$ cat src/rtl/seq_shift_rotate_pkg.sv
// shift_pkg: shared types and default sizes for the iterative shift/rotate unit
package shift_pkg;

    localparam int SH_WIDTH = 16;
    localparam int SH_CNT_W = 4;

    typedef enum logic [1:0] {SH_SLL, SH_SRA, SH_ROR, SH_SRL} shift_mode_t;
    typedef enum logic [1:0] {ST_IDLE, ST_SHIFT, ST_DONE} shift_state_t;

endpackage

$ cat src/rtl/seq_shift_rotate_if.sv
// seq_shift_rotate_if: start/done handshake and operand/result bus of the shift unit
interface seq_shift_rotate_if #(
    parameter int WIDTH = 16,
    parameter int CNT_W = 4
);
    logic             start;
    logic [WIDTH-1:0] Shift_In;
    logic [CNT_W-1:0] Shift_Val;
    logic [1:0]       Mode;
    logic             busy;
    logic             done;
    logic [WIDTH-1:0] Shift_Out;

    modport master (
        output start, Shift_In, Shift_Val, Mode,
        input  busy, done, Shift_Out
    );

    modport slave (
        input  start, Shift_In, Shift_Val, Mode,
        output busy, done, Shift_Out
    );
endinterface

$ cat src/rtl/seq_shift_rotate_step.sv
// shift_step: combinational one-bit shift/rotate step selected by mode
module shift_step
    import shift_pkg::*;
#(
    parameter int WIDTH = SH_WIDTH
) (
    input  logic [WIDTH-1:0] i_data,
    input  shift_mode_t      i_mode,
    output logic [WIDTH-1:0] o_data
);

    assign o_data = (i_mode == SH_SLL) ? {i_data[WIDTH-2:0], 1'b0} :
                    (i_mode == SH_SRA) ? {i_data[WIDTH-1], i_data[WIDTH-1:1]} :
                    (i_mode == SH_ROR) ? {i_data[0], i_data[WIDTH-1:1]} :
                                         {1'b0, i_data[WIDTH-1:1]};

endmodule

$ cat src/rtl/seq_shift_rotate.sv
// seq_shift_rotate: iterative shifter moving one bit per clock with start/done handshake
module seq_shift_rotate
    import shift_pkg::*;
#(
    parameter int WIDTH = SH_WIDTH,
    parameter int CNT_W = SH_CNT_W
) (
    input  logic              clk,
    input  logic              rst_n,
    seq_shift_rotate_if.slave bus
);

    shift_state_t     r_state;
    shift_mode_t      r_mode;
    logic [WIDTH-1:0] r_data;
    logic [CNT_W-1:0] r_cnt;
    logic [WIDTH-1:0] r_out;
    logic [WIDTH-1:0] w_next;

    shift_step #(.WIDTH(WIDTH)) u_step (
        .i_data (r_data),
        .i_mode (r_mode),
        .o_data (w_next)
    );

    assign bus.busy      = (r_state != ST_IDLE);
    assign bus.done      = (r_state == ST_DONE);
    assign bus.Shift_Out = r_out;

    // capture operands in IDLE, step once per clock in SHIFT, publish result into DONE
    always_ff @(posedge clk or negedge rst_n) begin
        if (!rst_n) begin
            r_state <= ST_IDLE;
            r_mode  <= SH_SLL;
            r_data  <= '0;
            r_cnt   <= '0;
            r_out   <= '0;
        end else begin
            case (r_state)
                ST_IDLE: begin
                    if (bus.start) begin
                        r_data  <= bus.Shift_In;
                        r_cnt   <= bus.Shift_Val;
                        r_mode  <= shift_mode_t'(bus.Mode);
                        r_state <= ST_SHIFT;
                    end
                end
                ST_SHIFT: begin
                    if (r_cnt != '0) begin
                        r_data <= w_next;
                        r_cnt  <= r_cnt - CNT_W'(1);
                    end else begin
                        r_out   <= r_data;
                        r_state <= ST_DONE;
                    end
                end
                default: r_state <= ST_IDLE;
            endcase
        end
    end

endmodule
$ cat src/flat_wrapper.sv
// flat-port wrapper written by rule: the top's interface ports become plain ports
module seq_shift_rotate_flat import shift_pkg::*;
#(
    parameter int WIDTH = SH_WIDTH,
    parameter int CNT_W = SH_CNT_W
)
  (clk, rst_n, bus_start, bus_Shift_In, bus_Shift_Val, bus_Mode, bus_busy, bus_done, bus_Shift_Out);
  seq_shift_rotate_if #(.WIDTH(WIDTH), .CNT_W(CNT_W)) bus_i ();
  input  logic clk;
  input  logic rst_n;
  input wire logic [$bits(bus_i.start)-1:0] bus_start;
  input wire logic [$bits(bus_i.Shift_In)-1:0] bus_Shift_In;
  input wire logic [$bits(bus_i.Shift_Val)-1:0] bus_Shift_Val;
  input wire logic [$bits(bus_i.Mode)-1:0] bus_Mode;
  output wire logic [$bits(bus_i.busy)-1:0] bus_busy;
  output wire logic [$bits(bus_i.done)-1:0] bus_done;
  output wire logic [$bits(bus_i.Shift_Out)-1:0] bus_Shift_Out;
  assign bus_i.start = bus_start;
  assign bus_i.Shift_In = bus_Shift_In;
  assign bus_i.Shift_Val = bus_Shift_Val;
  assign bus_i.Mode = bus_Mode;
  assign bus_busy = bus_i.busy;
  assign bus_done = bus_i.done;
  assign bus_Shift_Out = bus_i.Shift_Out;
  seq_shift_rotate #(.WIDTH(WIDTH), .CNT_W(CNT_W)) u_core (.clk(clk), .rst_n(rst_n), .bus(bus_i));
endmodule
$ cat config.mk
export PLATFORM = sky130hd
export DESIGN_NAME = seq_shift_rotate_flat
export DESIGN_NICKNAME = d
export VERILOG_FILES = /design/src/rtl/seq_shift_rotate_pkg.sv /design/src/rtl/seq_shift_rotate_if.sv /design/src/rtl/seq_shift_rotate_step.sv /design/src/rtl/seq_shift_rotate.sv /design/src/flat_wrapper.sv
export SDC_FILE = /design/constraint.sdc
export NUM_CORES = 1
export LEC_CHECK = 0
export CAP_MARGIN = 10
export CORE_UTILIZATION = 39
export CTS_BUF_LIST = sky130_fd_sc_hd__clkbuf_4 sky130_fd_sc_hd__clkbuf_8 sky130_fd_sc_hd__clkbuf_16
export CTS_CLUSTER_DIAMETER = 60
export DETAILED_ROUTE_END_ITERATION = 8
export PLACE_DENSITY = 0.67
export RECOVER_POWER = 100
export SYNTH_ARGS = -nofsm -noshare
export SYNTH_HDL_FRONTEND = slang
export SYNTH_SLANG_ARGS = --single-unit
$ cat constraint.sdc
create_clock -name clk -period 2.2 [get_ports clk]
set_input_delay 0.44 -clock clk [delete_from_list [all_inputs] [get_ports clk]]
set_output_delay 0.44 -clock clk [all_outputs]
set_load 0.02 [all_outputs]
* Word-level counts from Yosys, hierarchy flattened
Cells that the tools add are included.
Widths: inputs -> output; s select.
** Storage, ports and cells
- Word-level logic and storage cells :: 38
- Memories :: 0
- RAM bits :: 0
- Memory bits (read-only) :: 0
- Bits in latches :: 0
- Flip-flop bits (word level) :: 40
** Cells by class
- Multiply operators :: 0
- Magnitude comparators :: 0
- Add/sub/neg operators :: 1
- Shifts and indexed selects :: 0
- Mux-type cells :: 12
- Equality and inequality tests :: 8
- Div/mod/pow operators :: 0
- Bitwise logic cells :: 1
- Reductions and logical operators :: 10
** Operator list (count)
- $mux 16 :: 5
- $pmux 16 s2 :: 1
- $mux 4 :: 2
- $pmux 4 s2 :: 1
- $reduce_and 2->1 :: 3
- $eq 2x1->1 const B :: 2
- $eq 2x2->1 const B :: 2
- $logic_not 2->1 :: 2
- $mux 2 :: 2
- $ne 2x2->1 const B :: 2
- $pmux 2 s2 :: 1
- $reduce_and 4->1 :: 1
- $reduce_bool 2->1 :: 2
- $reduce_bool 4->1 :: 1
- $sub 4x1->4 const B :: 1
- $ne 3x3->1 const B :: 1
- $reduce_and 3->1 :: 1
- $ne 2x1->1 const B :: 1
- $not 1->1 :: 1

* Logic depth before layout (Yosys ltp)
Gate-level depths: netlist (run 1).
- Word-level depth :: 6
- Gate-level depth with buffers :: 8
- Mapped depth without buffers :: 6

* Modules after synthesis
Synthesis (run 1) repeated with hierarchy kept, for this count alone.
** Unflattened totals
- Cells, all modules :: 147
- Area, all modules :: 2147.1 µm²
** Modules (own cells, without submodules)
- seq_shift_rotate :: area each 1898.1 µm², seq. area each 1001.0 µm², times used 1, cells each 127
- shift_step :: area each 249.0 µm², seq. area each 0.0 µm², times used 1, cells each 20

* Worst setup path after synthesis (run 1)
No wires, ideal clock.
- Path type :: flip-flop to flip-flop
- From :: register u_core.r_cnt[0]
- To :: register u_core.r_data[10]
- Clock period less this slack :: 1641 ps
- Slack :: 559 ps
- Cell stages (with the launch flop) :: 8
- Arrival :: 1545 ps
- Library setup time :: 95 ps
- Path buffers :: 2
- Data required time :: 2105 ps
- Cell sequence :: dfrtp_1 > inv_1 > ha_1 > and4bb_1 > or2_1 > buf_6 > buf_6 > o31ai_1
** On the way
- Longest elaborated chain between the ends :: 3
** Ends and longest elaborated chain
- start, declared :: RTL line seq_shift_rotate.sv:16 : logic [CNT_W-1:0] r_cnt;
- start signal, assigned :: RTL line seq_shift_rotate.sv:43 : r_cnt <= bus.Shift_Val;
- start signal, assigned :: RTL line seq_shift_rotate.sv:51 : r_cnt <= r_cnt - CNT_W'(1);
- $reduce_bool 4->1 :: RTL line seq_shift_rotate.sv:49 : if (r_cnt != '0) begin
- $ne 2x1->1 (no line)
- $reduce_and 3->1 (no line)
- end signal, assigned :: RTL line seq_shift_rotate.sv:42 : r_data <= bus.Shift_In;
- end signal, assigned :: RTL line seq_shift_rotate.sv:50 : r_data <= w_next;
- end, declared :: RTL line seq_shift_rotate.sv:15 : logic [WIDTH-1:0] r_data;
No other way between the ends.
A chain may end at the register's enable or synchronous reset.

* Worst setup path after layout (run 1)
- From :: register u_core.r_state[0]
- To :: output bus_busy
** On the way
- Longest elaborated chain between the ends :: 1
** Ends and longest elaborated chain
- start, declared :: RTL line seq_shift_rotate.sv:13 : shift_state_t r_state;
- start signal, assigned :: RTL line seq_shift_rotate.sv:33 : r_state <= ST_IDLE;
- start signal, assigned :: RTL line seq_shift_rotate.sv:45 : r_state <= ST_SHIFT;
- start signal, assigned :: RTL line seq_shift_rotate.sv:54 : r_state <= ST_DONE;
- $reduce_bool 2->1 :: RTL line seq_shift_rotate.sv:26 : assign bus.busy = (r_state != ST_IDLE);
- end, declared :: RTL line flat_wrapper.sv:15 : output wire logic [$bits(bus_i.busy)-1:0] bus_busy;
No other way between the ends.

==> results of run 1 <==
-- how the worst min path moves through the flow --
stage,cells after the start,from,slack (ns),to
final,1,rst_n,0.38,u_core.bus.Shift_Out[10]
after global placement,1,rst_n,0.45,u_core.bus.Shift_Out[10]
after floorplan,0,rst_n,0.14,u_core.bus.Shift_Out[0]
after detailed placement,1,rst_n,0.44,u_core.bus.Shift_Out[10]
after CTS,1,rst_n,0.12,u_core.bus.Shift_Out[10]
after global routing,1,rst_n,0.50,u_core.bus.Shift_Out[10]
-- through the flow --
step	instance area [um2]	power (mW)	hold WS, ns	utilization [%]	setup WS, ns
after floorplan	2070	2.98	0.144	-	0.559
after global placement	2550	3.63	0.452	50.0	0.355
after detailed placement	2550	3.68	0.443	50.0	0.293
after CTS	2660	4.31	0.119	52.2	0.112
after global routing	2640	4.48	0.502	51.6	0.0518
final	2640	4.16	0.376	51.6	0.136
-- layer usage --
layer	track usage (%)	wire length, um	vias up
li1	-	-	784
met1	24.9	2110	825
met2	29.8	2240	46
met3	3.21	203	4
met4	7.55	43	0
met5	0	0	-
-- power groups by stage --
stage | logic (mW) | registers, mW | clock network, mW
after CTS | 2.26 | 1.42 | 0.623
final | 2.14 | 1.42 | 0.600
after global placement | 2.20 | 1.43 | 0
after global routing | 2.37 | 1.47 | 0.641
after floorplan | 1.47 | 1.50 | 0
after detailed placement | 2.25 | 1.43 | 0
-- critical path, delay by kind of cell (launching register included) --
family	cells	cell delay (ns)
buffers and inverters	1	0.53
flip-flops	1	0.48
AND/OR/NAND/NOR	1	0.32
-- Yosys cell counts, drive strengths merged --
cell type  count  area, um2
o22ai          1       6.26
buf           13       88.8
nor3b          3       22.5
o21ai         20        100
nor2          16       60.1
clkbuf         5       18.8
inv            4       15.0
a211oi        16        120
nand2          1       3.75
ha             2       25.0
nand2b         3       18.8
or4            1       7.51
or2            2       12.5
dfrtp         40       1000
or3            1       6.26
o21bai         1       7.51
o211ai         1       7.51
o221a          1       11.3
nand3b         1       7.51
a2bb2oi        1       8.76
a21o           1       7.51
mux2i          1       10.0
a21oi          3       15.0
nor2b          2       12.5
o21a          15        113
o31ai         15        113
and4bb         2       25.0
nand3          1       17.5
nor3           1       5.00
mux2          18        203
-- final cells by class --
class	instances	area, um2	share of cell area (%)
sequential	40	1000	38.0
multi-input combinational	130	946	35.9
timing repair buffer	52	477	18.1
tap	70	87.6	3.32
clock buffer	6	76.3	2.89
clock inverter	2	35.0	1.33
inverter	4	15.0	0.569
-- state kept, by name (all words and copies together), names as in the netlist --
signal and flops:
u_core.r_mode 2, u_core.r_state 2, u_core.r_data 16, u_core.bus.Shift_Out 16
u_core.r_cnt 4
-- cells by family after synthesis --
group | count (synthesis)
AOI/OAI and AO/OA | 75
DFF | 40
and+or+nand+nor | 34
buffers and inverters | 22
muxes | 19
adders and majority gates | 2
==> out/qor.csv, run 1 <==
metric;value;unit
setup_tns;0;ns
clk_latency;0.29;ns
antenna_found_initial;0;
synth-xor-area-share;0;%
track_usage;18.5;%
slew_headroom;18.7;%
ios;43;
cp_slowest_cell;clkdlybuf4s50_1;
nets;260;
vias;1659;
final_common_cell;dfrtp_1;
die_h;74.8;um
endpoint;bus_busy;
grt_pass1_wl;7730;um
ctsResizeCount;0;
drv_slew;0;
comb_power_share;51.4;%
rsz0062_at_grt;false;
cts.hold.buffers_added;0;
cts_made_buffers;5;
cts-root-buf;clkbuf_8;
yosysSeqAreaShare;48.4;%
synth_top_family_by_area;compound AO/OA/AOI/OAI gates;
wire_per_inst;15.1;um
p_leak;1.09;nW
initial_core_util;40.5;%
final_cells;304;
worstMarginPinSlew;1.22;ns
cts_buffer_depth;2;
die_w;74.8;um
dp_hpwl;3200;um
worstSetupStartpoint;u_core.r_state[0];
drt-total-wl;4600;um
diodes;0;
io_buffers;42;
gp_congestion;0.817;
area_growth;27.4;%
synth_area;0.00207;mm2
synthSimpleGateAreaFrac;9.61;%
synth_fp_nets;219;
worstPathRequired;1.76;ns
reg2reg_slack;0.19;ns
nFillCells;495;
hold_viol_final;0;
synth-seq-cells;40;
synth_mux_area_share;10.3;%
worstSetupPathType;reg2out;
cp-end-kind;output pin;
synth_compound_area_share;24.6;%
reg2reg_from;u_core.r_cnt[0];
post_cts_buffers;0;
grt_max_degree;25;
most-common-layout-cells;dfrtp_1, clkdlybuf4s50_1, o21ai_0;
fin_worst_skew;0.0130;ns
postSynthCellCount;192;
final_antenna_net_count;0;
cellPowerDensity;1580;mW/mm2
dr.pass1.iters;4;
yosysWarnings;0;
p_switching;1.65;mW
crit_chain;or2_2 -> clkdlybuf4s50_1;
dp.cells;296;
cts_sinks;40;
cts_max_level;2;
r2r_end;u_core.r_data[2];
core;0.00511;mm2
vias_per_cell;5.46;
critPathMaxFanout;11;
overflow;0;
final_layout_size_suffix_gt1_share;15.4;%
max-vdd-ir-drop;0.000604;V
r2r_cells;6;
seq_power_share;34.2;%
p_clk_share;14.4;%
fp.dieArea;0.00560;mm2
critPathMaxStageDelay;0.53;ns
synthAdderAreaFrac;1.21;%
setup_viol;0;
fin_crit_sh;93.8;%
switching_share;39.8;%
fp-row-count;26;
clkTransAtPathRegs;0.08;ns
tritoncts;built;
critPathArrivalTime;1.62;ns
synth.avg_cell_area;10.8;um2
min_period;2.06;ns
drc;0;
synth_cell_types;35;
p_int;2.50;mW
cp-start-kind;flip-flop;
first_iter_violations;115;
max_freq;485;MHz
status;completed;
hold_class;in2async;
grt_pass1_vias;1607;
cap_violations;0;
No activity file was read; power rests on OpenSTA's default activity.
==> run 2, diff against run 1 <==
--- a/config.mk
+++ b/config.mk
@@ -5,11 +5,12 @@
 export SDC_FILE = /design/constraint.sdc
 export NUM_CORES = 1
 export LEC_CHECK = 0
-export CAP_MARGIN = 10
+export CAP_MARGIN = 20
 export CORE_UTILIZATION = 39
 export CTS_BUF_LIST = sky130_fd_sc_hd__clkbuf_4 sky130_fd_sc_hd__clkbuf_8 sky130_fd_sc_hd__clkbuf_16
 export CTS_CLUSTER_DIAMETER = 60
 export DETAILED_ROUTE_END_ITERATION = 8
+export GPL_TIMING_DRIVEN = 0
 export PLACE_DENSITY = 0.67
 export RECOVER_POWER = 100
 export SYNTH_ARGS = -nofsm -noshare
==> run 2 against run 1 <==
Final cell count up 3.0%. Hold slack better by 0.0027 ns. Clock skew down 0.0014 ns. Largest cell class unchanged. Global-route usage up 0.89 points. Wire length up 2.9%. Die area unchanged. Worst setup slack worse by 0.035 ns. Sequential share of layout area down 0.81 points. Combinational power up 4%. Maximum frequency down 1.7%. Largest power group unchanged. Highest routed layer unchanged. Critical path depth up 1. Non-clock buffer count up 9.
==> out/qor.csv, run 2 (synthesis gave the netlist of run 1 again) <==
metric;value;unit;change
place_area;0.00260;mm2;was 0.00255 mm2
path_buf_inv;2;;was 1
hold_ws;0.378;ns;was 0.376 ns
status;completed;;unchanged
fp.dieArea;0.00560;mm2;unchanged
p_leak;1.12;nW;was 1.09 nW
setup_tns;0;ns;unchanged
post-route-cell-area;0.00270;mm2;was 0.00264 mm2
clk_latency;0.29;ns;about the same
drt-total-wl;4730;um;was 4600 um
core;0.00511;mm2;unchanged
track_usage;19.4;%;was 18.5%
worstPathRequired;1.76;ns;about the same
die_h;74.8;um;unchanged
critPathArrivalTime;1.66;ns;was 1.62 ns
cellPowerDensity;1560;mW/mm2;was 1580 mW/mm2
fin_crit_sh;95.4;%;was 93.8%
dr.pass1.iters;4;;unchanged
min_period;2.10;ns;was 2.06 ns
nFillCells;490;;was 495
ctsResizeCount;0;;unchanged
cts_made_buffers;5;;unchanged
switching_share;39.8;%;about the same
final_common_cell;dfrtp_1;;unchanged
diodes;0;;unchanged
area_growth;30.2;%;was 27.4%
die_w;74.8;um;unchanged
regArea;0.00100;mm2;unchanged
comb_power_share;52.7;%;was 51.4%
grt_pass1_wl;8140;um;was 7730 um
initial_core_util;40.5;%;unchanged
most-common-layout-cells;dfrtp_1, clkdlybuf4s50_1, o21ai_0;;unchanged
cts-root-buf;clkbuf_8;;unchanged
cp_slowest_cell;clkdlybuf4s50_1;;unchanged
gp_congestion;0.798;;was 0.817
max-vdd-ir-drop;0.000664;V;was 0.000604 V
post_cts_buffers;0;;unchanged
final_layout_size_suffix_gt1_share;16.5;%;was 15.4%
worstMarginPinSlew;1.23;ns;was 1.22 ns
cts_max_level;2;;unchanged
r2r_cells;6;;unchanged
worst-path-stages;3;;was 2
slew_headroom;17.9;%;was 18.7%
p_clk_share;14.3;%;was 14.4%
setup_viol;0;;unchanged
p_switching;1.67;mW;was 1.65 mW
overflow;0;;unchanged
dp.cells;305;;was 296
ios;43;;unchanged
final_cells;313;;was 304
grt_pass1_vias;1622;;was 1,607
final_antenna_net_count;0;;unchanged
drv_slew;0;;unchanged
drc;0;;unchanged
vias_per_cell;5.31;;was 5.46
cp-end-kind;output pin;;unchanged
cp_top_family;buffers and inverters;;unchanged
antenna_found_initial;0;;unchanged
dp_hpwl;3370;um;was 3200 um
cts.hold.buffers_added;0;;unchanged
cts_sinks;40;;unchanged
cp-start-kind;flip-flop;;unchanged
worstSetupPathType;reg2out;;unchanged
tritoncts;built;;unchanged
fin_worst_skew;0.0115;ns;was 0.0130 ns
multi_input_area;946;um2;unchanged
nets;269;;was 260
cap_violations;0;;unchanged
seq_power_share;33.0;%;was 34.2%
cts_buffer_depth;2;;unchanged
critPathMaxFanout;10;;was 11
rsz0062_at_grt;false;;unchanged
io_buffers;42;;unchanged
clkTransAtPathRegs;0.08;ns;about the same
vias;1663;;was 1,659
finish.utilization;52.8;%;was 51.6%
p_int;2.53;mW;was 2.50 mW
first_iter_violations;61;;was 115
hold_viol_final;0;;unchanged
grt_max_degree;22;;was 25
hold_class;in2async;;unchanged
max_freq;477;MHz;was 485 MHz
crit_chain;buf_4 -> or2_2 -> clkdlybuf4s50_1;;was or2_2 -> clkdlybuf4s50_1
critPathMaxStageDelay;0.53;ns;about the same
wire_per_inst;15.1;um;about the same
fp-row-count;26;;unchanged
run 2: cell types whose count changed in the layout (fill, tap and decap cells not counted), sizes merged:
| cell | previous run | this run |
|---|---|---|
| buf | 6 | 12 |
| clkbuf | 11 | 14 |
run 2: worst paths after layout:
path / startpoint / endpoint / slack (ns)
min in group clk: u_core.bus.Shift_Out[1] / u_core.bus.Shift_Out[1] / 0.49
min: rst_n / u_core.bus.Shift_Out[10] / 0.38
min reg2reg: u_core.bus.Shift_Out[1] / u_core.bus.Shift_Out[1] / 0.49
max: u_core.r_state[0] / bus_busy / 0.10
max reg2reg: u_core.r_state[0] / u_core.bus.Shift_Out[13] / 0.14
max in group asynchronous: rst_n / u_core.r_cnt[2] / 1.08
run 2: layout make-up:
class | count | share of cell area [%]
clock inverter | 2 | 1.30
timing repair buffer | 43 | 16.4
inverter | 4 | 0.557
buffer | 18 | 3.44
sequential | 40 | 37.1
multi-input combinational | 130 | 35.1
tap | 70 | 3.25
clock buffer | 6 | 2.83
run 2: power groups by stage:
| stage | Sequential (mW) | Combinational (mW) | Clock (mW) |
|---|---|---|---|
| 6_report | 1.39 | 2.22 | 0.602 |
| 3_3_place_gp | 1.40 | 2.26 | 0 |
| 2_1_floorplan | 1.50 | 1.47 | 0 |
| 3_5_place_dp | 1.41 | 2.31 | 0 |
| 4_1_cts | 1.40 | 2.32 | 0.613 |
| 5_1_grt | 1.45 | 2.49 | 0.645 |
run 2: stage by stage:
step           setup slack (ns)  power (mW)
2_1_floorplan             0.559        2.98
3_3_place_gp             -0.346        3.66
3_5_place_dp              0.184        3.72
4_1_cts                  0.0917        4.33
5_1_grt                  0.0163        4.58
6_report                  0.101        4.21
run 2: layer usage:
| layer | up-vias | share of wire, % | routed length [um] | track usage [%] |
|---|---|---|---|---|
| met5 | - | 0 | 0 | 0 |
| met1 | 794 | 48 | 2250 | 27.6 |
| met4 | 0 | 0.78 | 37 | 6.08 |
| met3 | 7 | 5.6 | 266 | 4.02 |
| li1 | 806 | - | - | - |
| met2 | 56 | 46 | 2180 | 29.8 |
run 2: worst register-to-register path: cells and delay by family (launching register included):
| family | cells | cell delay (ns) |
|---|---|---|
| buffers and inverters | 3 | 0.87 |
| muxes | 1 | 0.41 |
| and+or+nand+nor | 2 | 0.29 |
| DFF | 1 | 0.39 |
